**config.mk**
```make
export PLATFORM = sky130hd
export DESIGN_NAME = nclic_arbiter
export DESIGN_NICKNAME = d
export VERILOG_FILES = /design/src/rtl/nclic_arbiter.sv
export SDC_FILE = /design/constraint.sdc
export NUM_CORES = 1
export LEC_CHECK = 0
export ABC_AREA = 1
export CORE_MARGIN = 10
export CORE_UTILIZATION = 55
export DETAILED_ROUTE_END_ITERATION = 16
export PLACE_DENSITY_LB_ADDON = 0.12
export SYNTH_ARGS = -nofsm -noshare
export SYNTH_HDL_FRONTEND = slang
export SYNTH_SLANG_ARGS = --single-unit
```
**constraint.sdc**
```tcl
create_clock -name clk -period 19.9 [get_ports clk]
set_clock_uncertainty 0.05 [all_clocks]
set_input_delay 1.99 -clock clk [delete_from_list [all_inputs] [get_ports clk]]
set_output_delay 1.99 -clock clk [all_outputs]
set_load 0.01 [all_outputs]
```
**src/rtl/nclic_arbiter.sv**
```systemverilog
// rtl/nclic_arbiter.sv - N-CLIC interrupt scheduler: pending latch, arbitration, entry handshake, threshold stack
module nclic_arbiter #(
   parameter  int VecSize    = 8,
   parameter  int PrioLevels = 8,
   parameter  int StackDepth = 8,
   localparam int PrioWidth  = (PrioLevels > 1) ? $clog2(PrioLevels) : 1,
   localparam int VecWidth   = (VecSize > 1) ? $clog2(VecSize) : 1,
   localparam int DepthW     = $clog2(StackDepth + 1)
) (
   input  logic                           clk,
   input  logic                           reset_n,
   input  logic [VecSize-1:0]             irq_i,
   input  logic [VecSize-1:0]             sw_pend_i,
   input  logic [VecSize-1:0]             vec_en_i,
   input  logic [VecSize*PrioWidth-1:0]   vec_prio_i,
   input  logic                           mie_i,
   input  logic                           thresh_we_i,
   input  logic [PrioWidth-1:0]           thresh_wdata_i,
   output logic                           take_req_o,
   output logic [VecWidth-1:0]            take_vec_o,
   output logic [PrioWidth-1:0]           take_prio_o,
   input  logic                           take_ack_i,
   input  logic                           ret_i,
   output logic [VecSize-1:0]             pend_o,
   output logic [PrioWidth-1:0]           thresh_o,
   output logic [DepthW-1:0]              depth_o,
   output logic                           err_o
);

   typedef enum logic {
      IDLE = 1'b0,
      REQ  = 1'b1
   } state_t;

   state_t                state;
   state_t                state_nxt;
   logic                  load_req;

   logic [VecSize-1:0]    irq_q;
   logic [VecSize-1:0]    pend;
   logic [VecSize-1:0]    set_vec;
   logic [VecSize-1:0]    clr_vec;

   logic [PrioWidth-1:0]  thresh;
   logic [PrioWidth-1:0]  thresh_nxt;
   logic [PrioWidth-1:0]  stack [StackDepth];
   logic [PrioWidth-1:0]  stack_top;
   logic [DepthW-1:0]     depth;
   logic                  err;

   logic                  ack;
   logic                  pop;
   logic                  underflow;

   logic                  cand_found;
   logic [VecWidth-1:0]   cand_vec;
   logic [PrioWidth-1:0]  cand_prio;
   logic                  eligible;

   logic [VecWidth-1:0]   take_vec;
   logic [PrioWidth-1:0]  take_prio;

   // An ack only counts while a request is actually outstanding.
   assign ack       = (state == REQ) && take_ack_i;
   assign pop       = ret_i && (depth != '0);
   assign underflow = ret_i && (depth == '0);

   // Rising irq edges and software strobes set pending; the acked vector clears.
   always_comb begin
      set_vec = (irq_i & ~irq_q) | sw_pend_i;
      clr_vec = '0;
      if (ack) begin
         clr_vec[take_vec] = 1'b1;
      end
   end

   // Pending bits and irq edge history; set wins over a same-cycle clear.
   always_ff @(posedge clk or negedge reset_n) begin
      if (!reset_n) begin
         irq_q <= '0;
         pend  <= '0;
      end else begin
         irq_q <= irq_i;
         pend  <= (pend & ~clr_vec) | set_vec;
      end
   end

   // Highest-priority enabled pending vector; strict compare keeps the lowest index on ties.
   always_comb begin
      cand_found = 1'b0;
      cand_vec   = '0;
      cand_prio  = '0;
      for (int k = 0; k < VecSize; k++) begin
         if (pend[k] && vec_en_i[k] &&
             (!cand_found || (vec_prio_i[k*PrioWidth +: PrioWidth] > cand_prio))) begin
            cand_found = 1'b1;
            cand_vec   = VecWidth'(k);
            cand_prio  = vec_prio_i[k*PrioWidth +: PrioWidth];
         end
      end
   end

   // Priority 0 can never exceed the threshold, so it is never taken.
   assign eligible = cand_found && (cand_prio > thresh) && mie_i &&
                     (depth < DepthW'(StackDepth));

   // Request FSM next state: latch a winner in IDLE, hold it in REQ until ack.
   always_comb begin
      state_nxt = state;
      load_req  = 1'b0;
      case (state)
         IDLE: begin
            if (eligible) begin
               state_nxt = REQ;
               load_req  = 1'b1;
            end
         end
         REQ: begin
            if (take_ack_i) begin
               state_nxt = IDLE;
            end
         end
         default: state_nxt = IDLE;
      endcase
   end

   // FSM state and the frozen request payload.
   always_ff @(posedge clk or negedge reset_n) begin
      if (!reset_n) begin
         state     <= IDLE;
         take_vec  <= '0;
         take_prio <= '0;
      end else begin
         state <= state_nxt;
         if (load_req) begin
            take_vec  <= cand_vec;
            take_prio <= cand_prio;
         end
      end
   end

   // Read the top of the threshold stack (slot depth-1).
   always_comb begin
      stack_top = '0;
      for (int k = 0; k < StackDepth; k++) begin
         if (depth == DepthW'(k + 1)) begin
            stack_top = stack[k];
         end
      end
   end

   // Threshold source: ack beats return beats CSR write; a return at depth 0 also blocks the write.
   always_comb begin
      thresh_nxt = thresh;
      if (ack) begin
         thresh_nxt = take_prio;
      end else if (pop) begin
         thresh_nxt = stack_top;
      end else if (thresh_we_i && !ret_i) begin
         thresh_nxt = thresh_wdata_i;
      end
   end

   // Threshold, nesting depth, stack slots and sticky underflow flag.
   always_ff @(posedge clk or negedge reset_n) begin
      if (!reset_n) begin
         thresh <= '0;
         depth  <= '0;
         err    <= 1'b0;
         for (int k = 0; k < StackDepth; k++) begin
            stack[k] <= '0;
         end
      end else begin
         thresh <= thresh_nxt;
         if (underflow) begin
            err <= 1'b1;
         end
         // Tail-chain pops then re-pushes the same value, so the stack is left as is.
         if (ack && !pop) begin
            depth <= depth + DepthW'(1);
            for (int k = 0; k < StackDepth; k++) begin
               if (depth == DepthW'(k)) begin
                  stack[k] <= thresh;
               end
            end
         end else if (pop && !ack) begin
            depth <= depth - DepthW'(1);
         end
      end
   end

   assign take_req_o  = (state == REQ);
   assign take_vec_o  = take_vec;
   assign take_prio_o = take_prio;
   assign pend_o      = pend;
   assign thresh_o    = thresh;
   assign depth_o     = depth;
   assign err_o       = err;

endmodule

```
==> impl_metrics.tcl <==
set metrics [dict create \
    gp_congestion 0.964 \
    synth_fp_nets 555 \
    synthDistinctLibCells 36 \
    instances_no_fill 632 \
    diodes 0 \
    clock_sink_count 55 \
    syn_area_per_cell_um2 7.71 \
    ir_drop_uv 80.1 \
    grt_first_pass_wirelength_um 15900 \
    r2r_end "take_vec_o[2]$_DFFE_PN0P_" \
    arrival_ps 11550 \
    htreeDepth 2 \
    ant_nets 0 \
    power_uw 507 \
    cpMaxStageDelayCell "clkdlybuf4s50_1" \
    route.met3.wl_um 412 \
    highest_layer "met4" \
    endpoint_kind "flip-flop" \
    r2r-start "pend_o[0]$_DFF_PN0_" \
    totalWireLength_um 9140 \
    io_buffers 79 \
    ff2ff_setup_slack_ps 10220 \
    synth-edff-count 0 \
    cts_tree "done" \
    clock_latency_ps 310 \
    worst_pin_slew_ps 681 \
    multi_input_area_mm2 0.00198 \
    seq_area_frac_synth_pct 38.1 \
    crit_path_max_fanout 8 \
    grt_pass1_vias 3474 \
    die_h_um 101 \
    ctsHoldBuffers 0 \
    wl_met1_um 3770 \
    row_count 29 \
    synth_cells 469 \
    worstHoldPathCells 1 \
    hpwl_um 7550 \
    cp-start-kind "primary input" \
    cts_buffer_depth 2 \
    timing_max_transition_violations_final 0 \
    drtIter0Drc 136 \
    met2_length_um 4810 \
    ys_ff_latch 55 \
    die_x_um 101 \
    grt_max_degree 56 \
    drive_above_1_share_pct 10.3 \
    status "complete, no violations" \
    cts_buffers 5 \
    cp.required_ps 20040 \
    finalWorstSetupSlack_ps 8490 \
    grt_usage_pct 18.8 \
    worst_hold_slack_ps 423 \
    post-route-period-util_pct 57.3 \
    crit_path_frequent_cell "nand2_1" \
    fin_setup_tns_ps 0 \
    min-delay-path-class "reg2reg" \
    initial_utilization_pct 56.9 \
    p_per_area_mw_per_mm2 110 \
    cp-startpoint "vec_en_i[0]" \
    post-place-ws_ps 8230 \
    cts_setup_buffers 0 \
    first_pass_iters 4 \
    max_slew_margin_pct 54.6 \
    drc 0 \
    vias 3328 \
    num_io_pins 80 \
    via_per_inst 5.27 \
    synth_area_mm2 0.00361 \
    antenna_found_initial 0 \
    rr_worst_depth 75 \
    rsz0062_at_grt "false" \
    seq_area_mm2 0.00138 \
    yosys_warnings 0 \
    dp_cells 624 \
    async_flop_share_pct 100 \
    max_stage_delay_ps 470 \
    grt_overflow 0 \
    dieArea_mm2 0.0102 \
    power_leakage_nw 2.25 \
    core_area_mm2 0.00635 \
    hold_viol 0 \
    nFillCells 532 \
    clock.fmax_ghz 0.0877 \
    cts-root-buf "clkbuf_8" \
    setup_viol 0 \
    hold_end "err_o$_DFFE_PN0P_" \
    period_minus_slack_ps 11410 \
    ctsResizeCount 0 \
    final_nets 640 \
    area_delta_synth_final_pct 27.2 \
    cap_violations 0 \
    worst-setup-path-type "in2reg" \
    ys.flop_type "dfrtp_1" \
    clk_pin_slew_worst_paths_ps 100 \
    wl_per_cell_um 14.5 \
    hold_start "err_o$_DFFE_PN0P_" \
]
-- registers in the layout (all words and copies together) (netlist names) --
| name | count |
|---|---|
| take_req_o | 1 |
| stack | 24 |
| irq_q | 8 |
| pend_o | 8 |
| thresh_o | 3 |
| depth_o | 4 |
| take_prio_o | 3 |
| take_vec_o | 3 |
| err_o | 1 |
-- cells in the mapped netlist (5+ instances only) --
master / count / share of area (%)
a21oi_1: 22 / 3.0
o21ai_2: 5 / 1.2
and2_1: 7 / 1.2
nand3_1: 31 / 4.3
inv_2: 6 / 0.62
nand3_2: 9 / 2.5
dfrtp_1: 55 / 38
nor2_1: 10 / 1.0
inv_1: 59 / 6.1
ha_1: 29 / 10
nand2_1: 130 / 13
o21ai_1: 9 / 1.2
o21ai_0: 46 / 6.4
nand2_2: 11 / 1.9
nand2_4: 5 / 1.6
-- final cells by class --
class | instances | share of cell area (%)
flip-flops and latches | 55 | 29.9
repair buffers | 80 | 17.3
multi-input cells | 346 | 43.1
clock inverters | 1 | 0.163
inverters | 66 | 5.39
well taps | 77 | 2.10
clock buffers | 7 | 2.10
-- worst max-delay path by stage --
stage                                end  slack [ps]  cells past startpoint
6_report       take_vec_o[2]$_DFFE_PN0P_        8490                     76
5_1_grt        take_vec_o[1]$_DFFE_PN0P_        7450                     76
4_1_cts        take_vec_o[2]$_DFFE_PN0P_        8540                     75
3_5_place_dp   take_vec_o[2]$_DFFE_PN0P_        8230                     75
3_3_place_gp   take_vec_o[1]$_DFFE_PN0P_        8600                     73
2_1_floorplan  take_vec_o[1]$_DFFE_PN0P_        9640                     74
-- power breakdown --
part | switching [mW] | internal [mW] | total (mW) | leakage (nW)
Sequential | 0.0296 | 0.143 | 0.173 | 0.668
Clock | 0.0361 | 0.0317 | 0.0678 | 0.0505
Combinational | 0.153 | 0.113 | 0.266 | 1.53
-- placed cells by master, fill, tap and decap left out, types with 2 or more instances in the layout --
| master | n |
|---|---|
| nand2_1 | 130 |
| clkdlybuf4s50_1 | 78 |
| inv_1 | 59 |
| dfrtp_1 | 55 |
| o21ai_0 | 46 |
| nand3_1 | 31 |
| ha_1 | 29 |
| a21oi_1 | 22 |
| nand2_2 | 11 |
| nor2_1 | 10 |
| nand3_2 | 9 |
| o21ai_1 | 9 |
| and2_1 | 7 |
| clkbuf_8 | 7 |
| inv_2 | 6 |
| nand2_4 | 5 |
| o21ai_2 | 5 |
| nor2_2 | 4 |
| xor2_1 | 4 |
| o211ai_1 | 3 |
| nor2_4 | 2 |
| or2_1 | 2 |
| a32oi_1 | 2 |
| a31oi_1 | 2 |
| nor3_1 | 2 |
| o22ai_1 | 2 |
-- per-layer routing --
metal,GRT usage [%],up-vias
met2,33.0,72
li1,-,1704
met3,3.29,11
met1,22.1,1541
met5,0,-
met4,7.50,0
-- metrics by stage --
| stage | cell area [um^2] | utilization, % |
|---|---|---|
| after floorplan | 3610 | - |
| after global placement | 4490 | 70.8 |
| after detailed placement | 4490 | 70.8 |
| after CTS | 4600 | 72.4 |
| after global routing | 4600 | 72.4 |
| final | 4600 | 72.4 |
-- kinds of logic after synthesis --
| group | share of synthesized area, % |
|---|---|
| AO/OA/AOI/OAI | 15.0 |
| XOR/XNOR | 0.969 |
| adder cells (fa/ha/maj) | 10.0 |
| buffers and inverters | 7.16 |
| flip-flops | 38.1 |
| AND/OR/NAND/NOR | 28.8 |
-- worst max-delay path, delay by kind of cell --
family | cells | cell delay (ps)
AOI/OAI and AO/OA | 14 | 1690
adders and majority gates | 8 | 2440
and+or+nand+nor | 44 | 4100
buffers and inverters | 10 | 1280
Note: power is estimated with default switching activity, not from simulation.
